[src/rtl/mul_hilo_ctrl.sv]
// rtl/mul_hilo_ctrl.sv - HI/LO register owner and sequencer for the multi-cycle multiplier
//
// Ports:
//   clk, reset            clock and synchronous active-high reset
//   ex_valid, ex_op       EX-stage instruction: 0 NONE, 1 MULT, 2 MULTU, 3 MTHI,
//                         4 MTLO, 5 MFHI, 6 MFLO, 7 reserved (behaves as NONE)
//   ex_rs_data/rt_data    EX operands
//   flush                 pipeline flush, cancels an in-flight multiply
//   ex_stall              hold EX; instruction not accepted this cycle
//   mf_data               HI/LO read data for an accepted MFHI/MFLO, else 0
//   mul_start/op/op1/op2  held stable to the multiplier for MUL_LAT cycles
//   product               64-bit result from the multiplier
//   hi, lo                architectural HI/LO registers
module mul_hilo_ctrl #(
   parameter int MUL_LAT = 5
) (
   input  logic        clk,
   input  logic        reset,
   input  logic        ex_valid,
   input  logic [2:0]  ex_op,
   input  logic [31:0] ex_rs_data,
   input  logic [31:0] ex_rt_data,
   input  logic        flush,
   output logic        ex_stall,
   output logic [31:0] mf_data,
   output logic        mul_start,
   output logic        mul_op,
   output logic [31:0] mul_op1,
   output logic [31:0] mul_op2,
   input  logic [63:0] product,
   output logic [31:0] hi,
   output logic [31:0] lo
);

   localparam int CW = $clog2(MUL_LAT + 1);
   localparam logic [CW-1:0] LAT_C = CW'(MUL_LAT);
   localparam logic [CW-1:0] ONE_C = CW'(1);

   localparam logic [2:0] OP_NONE  = 3'd0;
   localparam logic [2:0] OP_MULT  = 3'd1;
   localparam logic [2:0] OP_MULTU = 3'd2;
   localparam logic [2:0] OP_MTHI  = 3'd3;
   localparam logic [2:0] OP_MTLO  = 3'd4;
   localparam logic [2:0] OP_MFHI  = 3'd5;
   localparam logic [2:0] OP_MFLO  = 3'd6;
   localparam logic [2:0] OP_RSVD  = 3'd7;

   typedef enum logic {
      S_IDLE = 1'b0,
      S_BUSY = 1'b1
   } state_t;

   state_t        state_q, state_d;
   logic [CW-1:0] cnt_q, cnt_d;
   logic [31:0]   hi_q, hi_d;
   logic [31:0]   lo_q, lo_d;
   logic [31:0]   op1_q, op1_d;
   logic [31:0]   op2_q, op2_d;
   logic          mul_op_q, mul_op_d;

   logic          hilo_op;
   logic          stall_w;
   logic          accept;

   // Only HI/LO instructions can conflict with an in-flight multiply; a
   // flush drops the request, so there is nothing left to hold.
   assign hilo_op = ex_valid && (ex_op != OP_NONE) && (ex_op != OP_RSVD);
   assign stall_w = hilo_op && (state_q == S_BUSY) && !flush;
   assign accept  = hilo_op && !stall_w && !flush;

   // State register
   always_ff @(posedge clk) begin
      if (reset) begin
         state_q  <= S_IDLE;
         cnt_q    <= '0;
         hi_q     <= '0;
         lo_q     <= '0;
         op1_q    <= '0;
         op2_q    <= '0;
         mul_op_q <= 1'b0;
      end else begin
         state_q  <= state_d;
         cnt_q    <= cnt_d;
         hi_q     <= hi_d;
         lo_q     <= lo_d;
         op1_q    <= op1_d;
         op2_q    <= op2_d;
         mul_op_q <= mul_op_d;
      end
   end

   // Next-state and datapath
   always_comb begin
      state_d  = state_q;
      cnt_d    = cnt_q;
      hi_d     = hi_q;
      lo_d     = lo_q;
      op1_d    = op1_q;
      op2_d    = op2_q;
      mul_op_d = mul_op_q;

      if (flush) begin
         state_d = S_IDLE;
         cnt_d   = '0;
      end else if (state_q == S_BUSY) begin
         cnt_d = cnt_q - ONE_C;
         // Last multiplier cycle: product is valid at this edge.
         if (cnt_q == ONE_C) begin
            hi_d    = product[63:32];
            lo_d    = product[31:0];
            state_d = S_IDLE;
         end
      end else if (accept) begin
         // accept implies IDLE, since any HI/LO op while BUSY stalls
         case (ex_op)
            OP_MULT, OP_MULTU: begin
               op1_d    = ex_rs_data;
               op2_d    = ex_rt_data;
               mul_op_d = (ex_op == OP_MULT);
               cnt_d    = LAT_C;
               state_d  = S_BUSY;
            end
            OP_MTHI: hi_d = ex_rs_data;
            OP_MTLO: lo_d = ex_rs_data;
            default: ;
         endcase
      end
   end

   // Outputs
   always_comb begin
      ex_stall  = stall_w;
      mul_start = (state_q == S_BUSY);
      mul_op    = mul_op_q;
      mul_op1   = op1_q;
      mul_op2   = op2_q;
      hi        = hi_q;
      lo        = lo_q;
      mf_data   = '0;
      if (accept && ex_op == OP_MFHI) begin
         mf_data = hi_q;
      end else if (accept && ex_op == OP_MFLO) begin
         mf_data = lo_q;
      end
   end

endmodule
[config.mk]
export PLATFORM = sky130hd
export DESIGN_NAME = mul_hilo_ctrl
export DESIGN_NICKNAME = d
export VERILOG_FILES = /design/src/rtl/mul_hilo_ctrl.sv
export SDC_FILE = /design/constraint.sdc
export NUM_CORES = 1
export LEC_CHECK = 0
export BUFFER_PORTS_ARGS = -buffer_cell sky130_fd_sc_hd__buf_2
export CORE_MARGIN = 1.5
export CORE_UTILIZATION = 47
export CTS_CLUSTER_DIAMETER = 200
export DETAILED_ROUTE_END_ITERATION = 8
export PLACE_DENSITY = 0.81
export SLEW_MARGIN = 40
export SYNTH_ARGS = -nofsm -noshare
export SYNTH_HDL_FRONTEND = slang
export SYNTH_SLANG_ARGS = --single-unit
[constraint.sdc]
create_clock -name clk -period 1.7 [get_ports clk]
set_input_delay 0.17 -clock clk [delete_from_list [all_inputs] [get_ports clk]]
set_output_delay 0.17 -clock clk [all_outputs]
set_load 0.03 [all_outputs]
==> flow_summary_export.csv <==
group,metric,value,unit
place,place_hpwl,14690,µm
logic_synthesis,synth_top_area_cell,"dfxtp_1",
clocking,cts_buffers,17,
detailed_routing,drtIter0Drc,638,
power,power_switching,2115,µW
global_routing,grt_max_degree,72,
final_layout,drive_above_1_share,40.54,%
sta,hold_viol,0,
global_routing,grt_usage,31.52,%
sta,final.setup.worst_slack,-0.1839,ns
logic_synthesis,syn_area,6142,µm²
power,cellPowerDensity,916.0,nW/µm²
detailed_routing,routed_via_density,5.958,
power,intPower,5997,µW
final_layout,final_util,69.89,%
final_layout,area_delta_synth_final,44.18,%
power,peakVddDrop,0.5762,mV
sta,rsz0062_at_grt,"true",
power,p_comb_share,13.0,%
sta,max_slew_margin,58.95,%
power,seq_power_share,39.9,%
global_routing,antenna_found_initial,0,
clocking,cts_tree,"built",
detailed_routing,antenna_left,0,
run_status,failed_checks,"negative setup slack",
sta,skew,0.003110,ns
sta,worstMarginPinSlew,0.6157,ns
clocking,clk_pin_slew_worst_paths,0.06,ns
place,port_buffers,297,
logic_synthesis,synth_cells,709,
floorplanning,die_area,13760,µm²
final_layout,diodes,0,
run_status,run_status,"finished, violations left",
floorplanning,start_util,48.47,%
detailed_routing,wirelength,22570,µm
logic_synthesis,synth_nets,846,
final_layout,nets,1118,
worst_setup_path,start_kind,"register",
power,clockPowerShare,47.1,%
worst_setup_path,cp_data_arrival_time,1.71,ns
clocking,clk_latency,0.42,ns
place,gp_congestion,0.9604,
detailed_routing,dr_total_vias,6947,
clocking,htree_num_levels,4,
worst_setup_path,worstPathRequired,1.53,ns
clocking,cts.path.max_buffers,2,
floorplanning,num_rows,41,
logic_synthesis,ys_seq_area_share,43.35,%
logic_synthesis,yosysWarnings,0,
clocking,cts_root_buffer,"clkbuf_16",
worst_setup_path,cp_max_fo,32,
power,p_leak,0.003779,µW
logic_synthesis,syn_area_per_cell,8.663,µm²
job,maxCapViolCount,0,
clocking,clock-sinks,133,
floorplanning,ios,298,
global_routing,first_global_vias,6490,
sta,layout_min_cycle_time,1.884,ns
sta,finalCritPeriodShare,110.8,%
power,switching_share,26.07,%
floorplanning,fp.dieH,117.3,µm
logic_synthesis,netlist_top_cells_area,"dfxtp_1 43%, a211oi_1 16%, a21oi_1 11%",
sta,fin_setup_tns,-5.307,ns
sta,finalSetupViolCount,34,
detailed_routing,first_pass_iters,5,
sta,fmax,0.5308,GHz
global_routing,grt_first_pass_wirelength,34820,µm
detailed_routing,drc,0,
global_routing,gr-total-overflow,0,
logic_synthesis,ys_ff_latch,133,
logic_synthesis,yosys.area.top_type_share,43.35,%
sta,slew_viol_final,0,
sta,whs,0.009465,ns
hold_path,hold_class,"input port to register",
logic_synthesis,yosysUniqueCellTypes,32,
floorplanning,die_x,117.3,µm
worst_setup_path,end_kind,"output pin",
worst_setup_path,crit_type,"register to output pin",
detailed_routing,routedWlPerCell,19.36,µm
floorplanning,core_area,12670,µm²
==> power groups by stage <==
stage | clock network, µW | logic (µW) | registers, µW
finish | 3820 | 1050 | 3240
global route | 3970 | 1120 | 3250
CTS | 3830 | 1030 | 3240
detailed placement | 0 | 991 | 3310
global placement | 0 | 983 | 3300
floorplan | 0 | 441 | 3440
==> critical path, stage by stage (launching register included) <==
cell	delay (ns)
dfxtp_4	0.36
buf_4	0.13
and3b_1	0.25
buf_12	0.21
a22o_1	0.20
buf_6	0.14
==> worst paths after layout <==
kind	startpoint	end	slack [ns]	depth (start not counted)
worst max-delay path	mul_start$_SDFF_PP0_	mf_data[31]	-0.18	5
worst min-delay path	ex_rt_data[25]	mul_op2[25]$_SDFFE_PP0P_	0.009	3
worst max register to register	mul_start$_SDFF_PP0_	mul_op2[10]$_SDFFE_PP0P_	0.01	4
worst min register to register	mul_op2[16]$_SDFFE_PP0P_	mul_op2[16]$_SDFFE_PP0P_	0.48	2
==> flip-flops by register name, indices dropped and copies added (netlist names) <==
| name | count |
|---|---|
| mul_op | 1 |
| hi | 32 |
| lo | 32 |
| mul_op2 | 32 |
| mul_op1 | 32 |
| cnt_q | 3 |
| mul_start | 1 |
==> layer usage <==
metal	part of all wire (%)	global-route usage, %
met1	40	40.24
met2	48	50.55
met3	9.5	9.387
met4	2.8	11.19
met5	0	0
==> per-stage QoR <==
stage                     worst slack (ns)  cell area, µm²  total power [µW]  cells
after floorplan                   -0.04703            6180              3882    709
after global placement              0.1117            7820              4286   1116
after detailed placement           0.06525            7820              4297   1116
after CTS                          -0.1742            8821              8097   1165
after global routing               -0.2284            8856              8343   1166
final                              -0.1839            8856              8112   1166
==> kinds of logic after synthesis <==
family / share of synthesized area [%]
and+or+nand+nor: 10.59
adders and majority gates: 0.4073
AOI/OAI and AO/OA: 37.16
xor gates and xnor gates: 0.5501
DFF: 43.35
buffers and inverters: 7.945
==> placed cells by master (no fill, tap or decap), types with 12 or more instances in the layout <==
cell           instances
buf_12                12
buf_6                 32
clkbuf_16             17
buf_2                264
nor2b_1               32
a21oi_1              133
dlygate4sd3_1         14
a22o_2                29
o21ai_1               53
dfxtp_1              132
nand3_1               64
buf_4                 21
o21ai_0               13
a211oi_1             130
==> synth_stat cells <==
library cell / instances
or2_2: 2
inv_1: 3
o21ai_1: 50
nor4b_2: 1
buf_2: 33
nand3_1: 64
o21ai_0: 16
and4b_1: 1
a21oi_1: 133
nand2b_1: 1
a211oi_1: 130
o22ai_1: 1
a211o_1: 1
clkbuf_1: 41
and3b_1: 1
xor2_1: 2
xnor2_2: 1
buf_4: 5
dfxtp_1: 133
nor2b_1: 32
a21o_1: 2
nor2_2: 1
nand2_1: 3
a22o_1: 32
buf_6: 10
buf_1: 2
nor3_1: 1
ha_1: 2
and4bb_2: 2
or4b_4: 1
nor4bb_1: 1
and2_1: 1
==> final cells by class <==
class,instances,area [µm²]
clock inverters,12,151.4
multi-input cells,482,3098
inverters,3,11.26
fillers,1026,3815
repair buffers,344,2247
well taps,172,215.2
clock buffers,20,466.7
flip-flops and latches,133,2666
==> repair_timing <==
action	4_1_cts	5_1_grt
gates resized for setup	65	9
hold buffers	14	0
endpoints found under the hold margin	14	0
cloned	1	0
pin swaps	0	1
buffers inserted	2	1
endpoints found under the setup margin	34	96
Power figures use the tool's default switching activity.
